`src/rtl/uartcon_rx.sv`:
```
// uartcon_rx: 8N1 UART receive engine driven by a 16x-baud oversample clock.
// Deframes LSB-first characters into a one-entry ready/valid output register
// and flags framing errors and overruns as single-cycle pulses.
module uartcon_rx #(
  parameter int unsigned OS_MID = 7
) (
  input  logic       clk,
  input  logic       rst,
  input  logic       os_clk,
  input  logic       rxd,
  output logic [7:0] rx_data,
  output logic       rx_valid,
  input  logic       rx_ready,
  output logic       frame_err,
  output logic       overrun_err,
  output logic       busy
);

  localparam int unsigned TCNT_W = 4;
  localparam int unsigned BCNT_W = 3;
  localparam int unsigned DATA_W = 8;

  typedef enum logic [2:0] {
    S_IDLE    = 3'd0,
    S_START   = 3'd1,
    S_DATA    = 3'd2,
    S_STOP    = 3'd3,
    S_WAIT_HI = 3'd4
  } state_t;

  localparam logic [TCNT_W-1:0] TCNT_MID  = TCNT_W'(OS_MID);
  localparam logic [TCNT_W-1:0] TCNT_LAST = '1;
  localparam logic [BCNT_W-1:0] BCNT_LAST = '1;

  // Registered state
  state_t              state_q, state_d;
  logic                os_d_q, os_d_d;
  logic                rx_meta_q, rx_meta_d;
  logic                rxs_q, rxs_d;
  logic                rxs_d_q, rxs_d_d;
  logic [1:0]          fill_q, fill_d;
  logic                armed_q, armed_d;
  logic [TCNT_W-1:0]   tcnt_q, tcnt_d;
  logic [BCNT_W-1:0]   bcnt_q, bcnt_d;
  logic [DATA_W-1:0]   sh_q, sh_d;
  logic [DATA_W-1:0]   rx_data_q, rx_data_d;
  logic                rx_valid_q, rx_valid_d;
  logic                frame_err_q, frame_err_d;
  logic                overrun_err_q, overrun_err_d;
  logic                busy_q, busy_d;

  // Combinational helpers
  logic tick_c;
  logic start_edge_c;
  logic deliver_c;

  assign tick_c       = os_clk & ~os_d_q;
  // Edge detect is gated by armed_q so the synchroniser's reset value of 1
  // cannot fake a falling edge when the line is low coming out of reset.
  assign start_edge_c = armed_q & rxs_d_q & ~rxs_q;

  // Next-state, counters, shift register and output register updates
  always_comb begin
    state_d       = state_q;
    os_d_d        = os_clk;
    rx_meta_d     = rxd;
    rxs_d         = rx_meta_q;
    rxs_d_d       = rxs_q;
    fill_d        = {fill_q[0], 1'b1};
    armed_d       = armed_q | (fill_q[1] & rxs_q);
    tcnt_d        = tcnt_q;
    bcnt_d        = bcnt_q;
    sh_d          = sh_q;
    rx_data_d     = rx_data_q;
    rx_valid_d    = rx_valid_q & ~rx_ready;
    frame_err_d   = 1'b0;
    overrun_err_d = 1'b0;
    deliver_c     = 1'b0;

    unique case (state_q)
      S_IDLE: begin
        if (start_edge_c) begin
          state_d = S_START;
          tcnt_d  = '0;
        end
      end

      S_START: begin
        if (tick_c) begin
          if (tcnt_q == TCNT_MID) begin
            if (!rxs_q) begin
              tcnt_d  = '0;
              bcnt_d  = '0;
              state_d = S_DATA;
            end else begin
              state_d = S_IDLE;
            end
          end else begin
            tcnt_d = tcnt_q + TCNT_W'(1);
          end
        end
      end

      S_DATA: begin
        if (tick_c) begin
          // 4-bit wrap returns tcnt to 0 after the mid-bit sample
          tcnt_d = tcnt_q + TCNT_W'(1);
          if (tcnt_q == TCNT_LAST) begin
            sh_d   = {rxs_q, sh_q[DATA_W-1:1]};
            bcnt_d = bcnt_q + BCNT_W'(1);
            if (bcnt_q == BCNT_LAST) begin
              state_d = S_STOP;
            end
          end
        end
      end

      S_STOP: begin
        if (tick_c) begin
          tcnt_d = tcnt_q + TCNT_W'(1);
          if (tcnt_q == TCNT_LAST) begin
            if (rxs_q) begin
              deliver_c = 1'b1;
              state_d   = S_IDLE;
            end else begin
              frame_err_d = 1'b1;
              state_d     = S_WAIT_HI;
            end
          end
        end
      end

      S_WAIT_HI: begin
        if (rxs_q) begin
          state_d = S_IDLE;
        end
      end

      default: begin
        state_d = S_IDLE;
      end
    endcase

    // Load into the output register if it is empty or being drained now
    if (deliver_c) begin
      if (!rx_valid_q || rx_ready) begin
        rx_data_d  = sh_q;
        rx_valid_d = 1'b1;
      end else begin
        overrun_err_d = 1'b1;
      end
    end

    busy_d = (state_d != S_IDLE);
  end

  // State and output registers, asynchronous active-high reset
  always_ff @(posedge clk or posedge rst) begin
    if (rst) begin
      state_q       <= S_IDLE;
      os_d_q        <= 1'b0;
      rx_meta_q     <= 1'b1;
      rxs_q         <= 1'b1;
      rxs_d_q       <= 1'b1;
      fill_q        <= '0;
      armed_q       <= 1'b0;
      tcnt_q        <= '0;
      bcnt_q        <= '0;
      sh_q          <= '0;
      rx_data_q     <= '0;
      rx_valid_q    <= 1'b0;
      frame_err_q   <= 1'b0;
      overrun_err_q <= 1'b0;
      busy_q        <= 1'b0;
    end else begin
      state_q       <= state_d;
      os_d_q        <= os_d_d;
      rx_meta_q     <= rx_meta_d;
      rxs_q         <= rxs_d;
      rxs_d_q       <= rxs_d_d;
      fill_q        <= fill_d;
      armed_q       <= armed_d;
      tcnt_q        <= tcnt_d;
      bcnt_q        <= bcnt_d;
      sh_q          <= sh_d;
      rx_data_q     <= rx_data_d;
      rx_valid_q    <= rx_valid_d;
      frame_err_q   <= frame_err_d;
      overrun_err_q <= overrun_err_d;
      busy_q        <= busy_d;
    end
  end

  assign rx_data     = rx_data_q;
  assign rx_valid    = rx_valid_q;
  assign frame_err   = frame_err_q;
  assign overrun_err = overrun_err_q;
  assign busy        = busy_q;

endmodule

```
`config.mk`:
```
export PLATFORM = sky130hd
export DESIGN_NAME = uartcon_rx
export DESIGN_NICKNAME = d
export VERILOG_FILES = /design/src/rtl/uartcon_rx.sv
export SDC_FILE = /design/constraint.sdc
export NUM_CORES = 1
export LEC_CHECK = 0
export BUFFER_PORTS_ARGS = -buffer_cell sky130_fd_sc_hd__buf_2
export CAP_MARGIN = 20
export CORE_UTILIZATION = 50
export DETAILED_ROUTE_END_ITERATION = 10
export GPL_TIMING_DRIVEN = 0
export HOLD_SLACK_MARGIN = 0.1
export PLACE_DENSITY_LB_ADDON = 0.15
export SLEW_MARGIN = 5
export SYNTH_ARGS = -nofsm -noshare
export SYNTH_HDL_FRONTEND = slang
export SYNTH_SLANG_ARGS = --single-unit
```
`constraint.sdc`:
```
create_clock -name clk -period 2.6 [get_ports clk]
set_input_delay 0.13 -clock clk [delete_from_list [all_inputs] [get_ports clk]]
set_output_delay 0.13 -clock clk [all_outputs]
set_load 0.02 [all_outputs]
```
# After elaboration in Yosys (flattened, before gate mapping)
# Index checks and enable logic that the tools add are counted.
[totals]
reg_bits = 37
mem_bits_rw = 0
memories = 0
output_inout_bits = 12
latch_bits = 0
wordCells = 88
input_bits = 5
mem_bits_ro = 0
[op_classes]
multipliers = 0
n_lt_le_gt_ge = 0
n_mux = 36
shifts = 0
div_mod_pow = 0
reduce_logical = 11
bitwise = 9
eq_ne = 15
addsub = 2
[ops]
columns = ["op", "n"]
rows = [
  ["$mux 3", 15],
  ["$mux 4", 5],
  ["$pmux 3 s5", 1],
  ["$mux 1", 12],
  ["$ne 2x2->1 const B", 6],
  ["$pmux 4 s3", 1],
  ["$eq 3x2->1 const B", 2],
  ["$eq 3x3->1 const B", 2],
  ["$pmux 3 s2", 1],
  ["$reduce_and 6->1", 1],
  ["$reduce_bool 3->1", 2],
  ["$and 1x1->1", 5],
  ["$reduce_and 5->1", 1],
  ["$add 4x1->4 const B", 1],
  ["$eq 4x3->1 const B", 1],
  ["$eq 4x4->1 const B", 1],
  ["$add 3x1->3 const B", 1],
  ["$eq 3x1->1 const B", 1],
  ["$logic_not 3->1", 1],
  ["$ne 3x3->1 const B", 1],
  ["$not 1->1", 3],
  ["$reduce_and 3->1", 1],
  ["$mux 2", 1],
  ["$ne 2x1->1 const B", 1],
  ["other kinds (6)", 6],
]

# Depth between registers and ports, before layout
[logic_depth]
word_depth = 6
ltp_mapped = 7
ltp_nobuf = 5

# Least setup slack after synthesis
# Ideal clock, no wire load.
[synth_path]
path_kind = "register -> register"
startpoint = "register rxs_q (netlist: rxs_d_d)"
endpoint = "register tcnt_q[3]"
path_stages_with_launch = 6
n_path_buf = 1
period_less_slack_ns = 1.666
path_slack_ns = 0.934
setup_time_ns = 0.124
required_ns = 2.476
arrival_time_ns = 1.542
path_cell_list = "dfstp_2 buf_6 nand4b_1 a311o_1 and4_1 a211o_1"
[synth_via]
elab_chain_len = 4
elab_cells_between_ends = 5
cone_classes = "2 x eq/ne; 2 x bitwise; 1 x reduce/logical"
[synth_lines]
columns = ["element", "line", "source"]
rows = [
  ["from (decl)", "39", "logic rxs_q, rxs_d;"],
  ["from (signal assigned)", "179", "rxs_q <= rxs_d;"],
  ["$not 1->1", "60", "assign start_edge_c = armed_q & rxs_d_q & ~rxs_q;"],
  ["$and 1x1->1", "60", ""],
  ["$ne 2x2->1 (no source line)", "--", ""],
  ["$reduce_and 5->1 (no source line) (*)", "--", ""],
  ["to (signal assigned)", "183", "tcnt_q <= tcnt_d;"],
  ["to (decl)", "43", "logic [TCNT_W-1:0] tcnt_q, tcnt_d;"],
]
# Mark *: on every way between the ends. The rest lies on a longest branch, timed or not.
# A chain may end at the register's enable or synchronous reset.

# Worst setup path after layout
# Same ends and word-level chain as after synthesis.

==> flow_metrics.env <==
export IMPL_swShare_pct=28.7
export IMPL_ctsResizeCount=0
export IMPL_synth_cell_types=47
export IMPL_period_share_pct=68.4
export IMPL_clock_skew_ns=0.00711
export IMPL_post_cts_setup_buffer_count=0
export IMPL_start_util_pct=53.1
export IMPL_area_growth_pct=17.2
export IMPL_fp_dieW_um=59.2
export IMPL_synthTopCellsByArea="dfrtp_1 (52%), mux2_2 (10%), dfstp_2 (4.8%), ha_1 (2.3%), nand2_1 (1.6%)"
export IMPL_p_per_area_mw_per_mm2=720
export IMPL_hold_class="input pin to register"
export IMPL_rrSetupSlack_ns=0.82
export IMPL_ys_seq_area_share_pct=56.8
export IMPL_crit_path_end_kind="register"
export IMPL_ant_nets=0
export IMPL_startpoint_type="register"
export IMPL_max_freq_ghz=0.563
export IMPL_switching_power_mw=0.396
export IMPL_cts_clk_slew_worst_paths_ns=0.11
export IMPL_sequentialPowerShare_pct=47.5
export IMPL_gr_usage_all_layers_pct=19.3
export IMPL_period_needed_ns=1.78
export IMPL_dieArea_mm2=0.00350
export IMPL_viasPerCell=5.41
export IMPL_portBuffers=16
export IMPL_dp_hpwl_mm=2.03
export IMPL_r2r_end="tcnt_q[3]"
export IMPL_syn_area_per_cell_um2=12.7
export IMPL_setup_viol_count_final=0
export IMPL_htree_num_levels=2
export IMPL_min_to="overrun_err"
export IMPL_synth_async_reset_ratio_pct=100
export IMPL_ir_drop_uv=385
export IMPL_relSlewSlack_pct=59.1
export IMPL_max_cap_violations=0
export IMPL_worst_slew_pin_slew_ns=0.614
export IMPL_yosysTopAreaCellShare_pct=52.0
export IMPL_dr_total_vias=1087
export IMPL_synthFlopType="dfrtp_1"
export IMPL_r2r_start="rxs_d_d"
export IMPL_rsz0062_at_grt="false"
export IMPL_synth_seq_cells=37
export IMPL_cp_arrival_ns=2.01
export IMPL_path_class="register to register"
export IMPL_tns_ns=0
export IMPL_cts_made_buffers=5
export IMPL_root_buffer="clkbuf_4"
export IMPL_ys_top_cells_by_count="dfrtp_1 (34), mux2_2 (15), nand2_1 (7), inv_1 (6)"
export IMPL_fin_util_pct=62.3
export IMPL_grt_overflow_total=0
export IMPL_syn_nets=137
export IMPL_holdPathStages=3
export IMPL_ys_warn_count=0
export IMPL_nFillCells=254
export IMPL_grt_pass1_vias=1068
export IMPL_leakage_nw=0.927
export IMPL_cts_tree="done"
export IMPL_layout_drive_gt1_share_pct=36.9
export IMPL_die_h_um=59.2
export IMPL_drtIter0Drc=9
export IMPL_first_pass_iters=4
export IMPL_reg2reg_depth=5
export IMPL_cts_sinks=37
export IMPL_pin_count=17
export IMPL_status="finished clean"
export IMPL_grt_pass1_wl_mm=4.80
export IMPL_design_core_area_mm2=0.00308
export IMPL_synth_edf_count=0
export IMPL_clockPowerShare_pct=30.7
export IMPL_cts_path_max_buffers=2
export IMPL_syn_instance_count=129
export IMPL_path_max_fanout=9
export IMPL_nets=164
export IMPL_antenna_found_initial=0
export IMPL_grt_max_degree=25
export IMPL_num_antenna_cells=0
export IMPL_row_count=20
export IMPL_pwr_share_comb_pct=21.9
export IMPL_place_congestion=0.828
export IMPL_synth_top_area_cell="dfrtp_1"
export IMPL_final_hold_viol_count=0
export IMPL_intPower_mw=0.985
export IMPL_netlist_area_mm2=0.00164
export IMPL_crit_required_ns=2.83
export IMPL_finalWirelength_mm=2.82
export IMPL_wl_per_cell_um=14.0
export IMPL_critPathLaunch="rxs_d_d"
export IMPL_drc=0
export IMPL_hold_start="rx_ready"
export IMPL_yosysMostFrequentCell="dfrtp_1"
export IMPL_drv_slew=0
export IMPL_clock_latency_ns=0.34
-- placed cells by master, fill, tap and decap left out, types with 2 or more instances in the layout --
master         instances
inv_1                  6
dfstp_2                3
nand2b_1               2
nand2_1                7
o21ai_0                5
buf_2                 18
dlygate4sd3_1          3
nand4_1                3
dfrtp_1               34
clkbuf_4               5
a21oi_1                5
and2_1                 2
buf_6                  2
o211ai_1               2
mux2_2                15
ha_1                   3
nor2_1                 5
nand3_1                2
-- worst max-delay path by stage --
| stage | endpoint | slack, ns |
|---|---|---|
| 5_1_grt | sh_q[4] | 0.75 |
| 6_report | tcnt_q[3] | 0.82 |
| 2_1_floorplan | tcnt_q[3] | 0.93 |
| 3_5_place_dp | sh_q[2] | 0.83 |
| 4_1_cts | sh_q[2] | 0.81 |
| 3_3_place_gp | sh_q[4] | 0.86 |
-- power by group through the flow --
stage	Sequential [mW]	Combinational [mW]	Clock [mW]
after floorplan	0.660	0.237	0
after global placement	0.664	0.280	0
after detailed placement	0.667	0.294	0
after CTS	0.656	0.298	0.436
after global routing	0.662	0.335	0.460
final	0.656	0.302	0.423
-- timing repair --
item                                    CTS  global route
endpoints found under the setup margin    0             0
hold buffers                              3             0
endpoints found under the hold margin    15             0
-- area by class of cell --
type,count,area (µm²),area share [%]
clock buffer,6,51.3,2.68
tap,44,55.1,2.87
sequential,37,930,48.5
inverter,6,22.5,1.17
multi-input combinational,79,634,33.1
timing repair buffer,20,138,7.18
clock inverter,2,37.5,1.96
buffer,7,48.8,2.55
-- through the flow --
step                      cells  hold WS, ns  total power [mW]  worst slack (ns)  area (µm²)
after global placement      189        0.235             0.943             0.856        1770
final                       201        0.147              1.38             0.822        1920
after detailed placement    190        0.241             0.961             0.834        1800
after CTS                   201        0.121              1.39             0.811        1920
after global routing        201        0.123              1.46             0.747        1920
after floorplan             129        0.134             0.897             0.934        1640
-- sequential cells by signal, indices dropped and copies added, names as in the netlist, 2 cells and up --
register / count
tcnt_q: 4
sh_q: 8
fill_q: 2
rx_data: 8
bcnt_q: 3
state_q: 3
-- kinds of logic after synthesis --
logic type	synth area share, %
AOI/OAI and AO/OA	9.49
buffers and inverters	4.36
DFF	56.8
other	0.229
and+or+nand+nor	15.8
adders and majority gates	2.30
muxes	10.9
-- layer usage --
metal	routed length, µm	global-route usage [%]
met1	1250	21.2
met5	0	0
met4	10	7.14
met2	1440	33.4
met3	128	7.42
-- worst max-delay path, cell delays in order, from the launching register on --
cell and delay, ns:
dfstp_2 0.56, buf_6 0.13, nand4b_1 0.10, a311o_1 0.41
and4_1 0.21, a211o_1 0.26
Note: power is estimated with default switching activity, not from simulation.
